===== config.mk =====
export PLATFORM = sky130hd
export DESIGN_NAME = npc_bpred
export DESIGN_NICKNAME = d
export VERILOG_FILES = /design/src/rtl/npc_bpred.sv
export SDC_FILE = /design/constraint.sdc
export NUM_CORES = 1
export LEC_CHECK = 0
export CORE_ASPECT_RATIO = 1.75
export CORE_MARGIN = 2
export CORE_UTILIZATION = 46
export CTS_CLUSTER_DIAMETER = 100
export DETAILED_ROUTE_END_ITERATION = 7
export GPL_TIMING_DRIVEN = 0
export PLACE_DENSITY = 0.82
export SLEW_MARGIN = 40
export SYNTH_ARGS = -nofsm -noshare
export SYNTH_HDL_FRONTEND = slang
export SYNTH_SLANG_ARGS = --single-unit

===== constraint.sdc =====
create_clock -name clk -period 4 [get_ports clk]
set_input_delay 0.6 -clock clk [delete_from_list [all_inputs] [get_ports clk]]
set_output_delay 0.6 -clock clk [all_outputs]
set_load 0.02 [all_outputs]

===== src/rtl/npc_bpred.sv =====
// Next-PC unit: registered fetch PC, JAL/BHT prediction at IF, redirect on EX mispredict.
// Optional macro NPC_BHT_EN: when defined, conditional branches use a 2-bit counter BHT.
module npc_bpred #(
  parameter int              XLEN      = 32,
  parameter logic [XLEN-1:0] RESET_PC  = 32'h0000_0000,
  parameter int              BHT_DEPTH = 16,
  localparam int             BHT_IDX_W = $clog2(BHT_DEPTH)
) (
  input  logic            clk,
  input  logic            rst_n,
  input  logic            stall,
  input  logic            if_br,
  input  logic            if_jal,
  input  logic [XLEN-1:0] if_imm,
  output logic            if_pred_taken,
  output logic [XLEN-1:0] pc_out,
  input  logic            ex_valid,
  input  logic [1:0]      ex_npc_op,
  input  logic [XLEN-1:0] ex_pc,
  input  logic [XLEN-1:0] ex_imm,
  input  logic [XLEN-1:0] ex_alu_c,
  input  logic            ex_pred_taken,
  output logic [XLEN-1:0] ex_pc4,
  output logic [XLEN-1:0] ex_auipc,
  output logic            redirect,
  output logic [XLEN-1:0] redirect_pc
);

  localparam logic [1:0] OP_SEQ  = 2'b00;
  localparam logic [1:0] OP_JALR = 2'b01;
  localparam logic [1:0] OP_JAL  = 2'b10;
  localparam logic [1:0] OP_BR   = 2'b11;
  localparam logic [XLEN-1:0] FOUR = XLEN'(4);

  logic [XLEN-1:0] pc_q;
  logic [XLEN-1:0] pc_plus4;
  logic [XLEN-1:0] br_target;
  logic [XLEN-1:0] pred_target;
  logic            pred;
  logic            br_pred;
  logic            ex_taken;

  assign pc_out        = pc_q;
  assign pc_plus4      = pc_q + FOUR;
  assign br_target     = pc_q + if_imm;
  assign if_pred_taken = pred;
  assign ex_pc4        = ex_pc + FOUR;
  assign ex_auipc      = ex_pc + ex_imm;
  assign ex_taken      = ex_alu_c[0];

`ifdef NPC_BHT_EN
  logic [1:0]           bht [BHT_DEPTH];
  logic [BHT_IDX_W-1:0] if_idx;
  logic [BHT_IDX_W-1:0] ex_idx;
  logic                 bht_upd;

  assign if_idx  = pc_q[BHT_IDX_W+1:2];
  assign ex_idx  = ex_pc[BHT_IDX_W+1:2];
  // IF reads the pre-update counter; an EX write lands at the edge.
  assign br_pred = bht[if_idx][1];
  assign bht_upd = ex_valid && (ex_npc_op == OP_BR);

  always_ff @(posedge clk) begin
    if (!rst_n) begin
      for (int i = 0; i < BHT_DEPTH; i++) bht[i] <= 2'b01;
    end else if (bht_upd) begin
      if (ex_taken) begin
        if (bht[ex_idx] != 2'b11) bht[ex_idx] <= bht[ex_idx] + 2'd1;
      end else begin
        if (bht[ex_idx] != 2'b00) bht[ex_idx] <= bht[ex_idx] - 2'd1;
      end
    end
  end
`else
  logic [BHT_IDX_W-1:0] unused_idx;

  assign unused_idx = pc_q[BHT_IDX_W+1:2];
  assign br_pred    = 1'b0;
`endif

  always_comb begin
    pred        = 1'b0;
    pred_target = pc_plus4;
    if (if_jal) begin
      pred        = 1'b1;
      pred_target = br_target;
    end else if (if_br) begin
      pred = br_pred;
      if (br_pred) pred_target = br_target;
    end
  end

  // redirect is a one-cycle command that outranks stall: the PC loads redirect_pc
  // at the next edge regardless of stall, and IF/ID are flushed by the pipe.
  always_comb begin
    redirect    = 1'b0;
    redirect_pc = '0;
    if (ex_valid) begin
      case (ex_npc_op)
        OP_JALR: begin
          redirect    = 1'b1;
          redirect_pc = {ex_alu_c[XLEN-1:1], 1'b0};
        end
        OP_BR: begin
          redirect    = (ex_taken != ex_pred_taken);
          redirect_pc = ex_taken ? ex_auipc : ex_pc4;
        end
        OP_SEQ, OP_JAL: begin
          redirect    = 1'b0;
          redirect_pc = '0;
        end
        default: begin
          redirect    = 1'b0;
          redirect_pc = '0;
        end
      endcase
    end
  end

  always_ff @(posedge clk) begin
    if (!rst_n) begin
      pc_q <= RESET_PC;
    end else if (redirect) begin
      pc_q <= redirect_pc;
    end else if (!stall) begin
      pc_q <= pred_target;
    end
  end

endmodule


==> key figures <==
Timing
  – Worst-margin pin slew: 0.9041 ns
  – Tcrit/Tclk final: 100.6%
  – Setup ws final: -0.02249 ns
  – Slew headroom: 39.51%
  – RSZ-0062 raised after global routing: true
  – Fmax: 248.6 MHz
  – Final hold vios: 0
  – Slew Limit Fails: 0
  – Minimum clock period: 4.022 ns
  – Post-Route Skew: 0.003501 ns
  – Setup Viol. Count Final: 3
  – Setup tns final: -0.05204 ns

Yosys
  – Post-synth EDFFs: 0
  – Warnings from Yosys: 0
  – Synth cell types: 73
  – #FFs+latches synth: 32
  – Post-synthesis sequential area ratio: 9.394%
  – Syn nets: 1208
  – Async set-reset flop share out of synthesis: 0%
  – Mean Syn Cell Area: 6.785 µm²
  – Ys flop type: dfxtp_1
  – Gate Count Post-Synth: 1005
  – Mapped Area: 6819 µm²

Critical path
  – Critical path class: in2out
  – Worst Path Max Fanout: 6
  – CP Data Required Time: 3.40 ns
  – CP arrival: 3.42 ns
  – Endpoint class of the critical path: output pin
  – Crit path launch type: primary input

Floorplan
  – Initial Util: 47.22%
  – Io pins: 267
  – Row count: 58
  – Core box area: 14440 µm²
  – Die ar.: 15850 µm²
  – Die Wd: 96.04 µm
  – Die height: 165.1 µm

Layout
  – Most common cell after layout, fill and taps aside: clkdlybuf4s50_1
  – Layout Nets: 1520
  – Synth-to-Final Area Change: 56.00%
  – Design Area, Final: 10640 µm²
  – Max reg flops: 32
  – Most frequent cells in the layout: clkdlybuf4s50_1, nor2_1, a21oi_1, nand2_1
  – Layout Utilization: 73.66%
  – Layout cell share with drive strength beyond 1: 14.20%

GRT
  – Gr usage total: 39.30%
  – Grt total ovfl: 0
  – First-pass GRT wire length: 48.04 mm
  – Largest net degree at the start of global routing: 11
  – Initial antenna violation count: 2
  – Vias in the first global route: 9312

Hold path
  – Type of the worst min-delay path: reg2reg

Flow run
  – Max-cap check violation count: 0

Clock network
  – H-tree depth: 2
  – Clock transition at path regs: 0.05 ns
  – Root Buffer: clkbuf_16
  – Clock latency at the later pin of the worst-skew pair: 0.29 ns
  – Clock Sinks: 32
  – Clock Tree Buf Depth: 2
  – Num CTS Buffers: 5
  – CTS tree: done

Detailed routing
  – Remaining antenna violation count after routing: 0
  – Routed wl met3: 2.591 mm
  – Final wirelength: 33.12 mm
  – Drt first pass iters: 6
  – Drt wl/cell: 22.10 µm
  – DR top layer: met4
  – Total vias in the final route: 9621
  – Vias per inst: 6.418
  – Routed length on met1: 10.89 mm
  – Met2 wire len: 16.95 mm
  – DRC violations left: 0
  – Number of DRC markers in iteration 0: 728

Place
  – Placed cell area: 9687 µm²
  – Routability cong.: 0.9618
  – Final HPWL DP: 25.52 mm
  – PortBufs: 263

Power and ir drop
  – Total power: 2.684 mW
  – Switching portion of total power: 46.30%
  – PD cells: 252.3 nW/µm²
  – Leak Pwr: 4.516 nW
  – Pint: 1.441 mW
  – Clk pwr share: 15.2%
  – Switch Pwr: 1.243 mW
  – Register share of total power: 15.6%
  – Comb power frac: 69.2%
  – Peak VDD IR: 0.1728 mV

Outcome
  – Failing checks: negative setup slack
  – Status: complete, but fails checks
## cells in the mapped netlist, types with 17 or more instances
| cell | number | area [µm²] |
|---|---|---|
| a211oi_1 | 20 | 150.1 |
| a21o_1 | 34 | 255.2 |
| a21oi_1 | 96 | 480.5 |
| a31oi_1 | 21 | 131.4 |
| and3_1 | 22 | 137.6 |
| clkbuf_1 | 40 | 150.1 |
| dfxtp_1 | 32 | 640.6 |
| ha_1 | 64 | 800.8 |
| inv_1 | 32 | 120.1 |
| mux2i_1 | 17 | 170.2 |
| nand2_1 | 70 | 262.8 |
| nand3_1 | 37 | 185.2 |
| nand4_1 | 19 | 118.9 |
| nor2_1 | 141 | 529.3 |
| nor3_1 | 27 | 135.1 |
| o21ai_0 | 33 | 165.2 |
| o21ai_1 | 19 | 95.09 |
| xnor2_1 | 47 | 411.6 |
| xor2_1 | 28 | 245.2 |
## logic make-up after synthesis
kind of cell / after synthesis / synth area share [%]
compound gates: 350 / 34.17
xor+xnor: 75 / 9.633
fa+ha+maj: 66 / 12.33
buf+inv: 87 / 5.101
flops: 32 / 9.394
mux: 20 / 2.991
simple gates: 375 / 26.39
## power groups by stage
stage	Clock [mW]	Combinational, mW	Sequential (mW)
5_1_grt	0.412	1.96	0.423
6_report	0.408	1.86	0.419
3_3_place_gp	0	1.62	0.422
4_1_cts	0.403	1.74	0.416
3_5_place_dp	0	1.63	0.422
2_1_floorplan	0	0.915	0.443
## layout make-up
| type | count | area, µm² |
|---|---|---|
| antenna | 2 | 5.005 |
| buffer | 52 | 255.2 |
| clock buffer | 7 | 152.6 |
| fill | 1203 | 3804 |
| inverter | 33 | 123.9 |
| multi-input combinational | 886 | 6401 |
| sequential | 32 | 640.6 |
| tap | 180 | 225.2 |
| timing repair buffer | 307 | 2834 |
## critical path, cell delays in order
cell	delay, ns
clkdlybuf4s50_1	0.51
ha_4	0.24
a21oi_1	0.27
o21ai_2	0.10
and3_1	0.20
a31oi_1	0.18
and3_4	0.25
or3_4	0.15
buf_4	0.11
nand3_1	0.12
o2bb2ai_1	0.24
nor2_1	0.11
dlygate4sd2_1	0.36
## metrics by stage
step	hold slack (ns)	cells	worst slack, ns
after global placement	0.5484	1448	-1.138
after detailed placement	0.5669	1448	-1.194
after floorplan	0.5997	1005	-0.04455
after global routing	0.6045	1499	-0.09339
final	0.5693	1499	-0.02249
after CTS	0.5730	1481	-0.1592
## routing by layer
metal / global-route usage [%] / vias to the layer above
met5: 0 / -
met4: 27.99 / 0
met3: 6.171 / 186
met2: 70.71 / 633
met1: 39.94 / 4398
li1: - / 4404
## timing repair
| action | 4_1_cts | 5_1_grt |
|---|---|---|
| gates resized for setup | 191 | 92 |
| hold buffers | 0 | 0 |
| pin swaps | 41 | 32 |
| endpoints found under the setup margin | 57 | 44 |
| buffers inserted | 28 | 16 |
## worst paths after layout
check / from / endpoint / slack (ns) / cells after the start
min: pc_out[1] / pc_out[1] / 0.57 / 2
min reg2reg: pc_out[1] / pc_out[1] / 0.57 / 2
max reg2reg: pc_out[14] / pc_out[29] / 0.62 / 13
max: ex_imm[16] / redirect_pc[23] / -0.02 / 13
(Power assumes the default switching activity.)
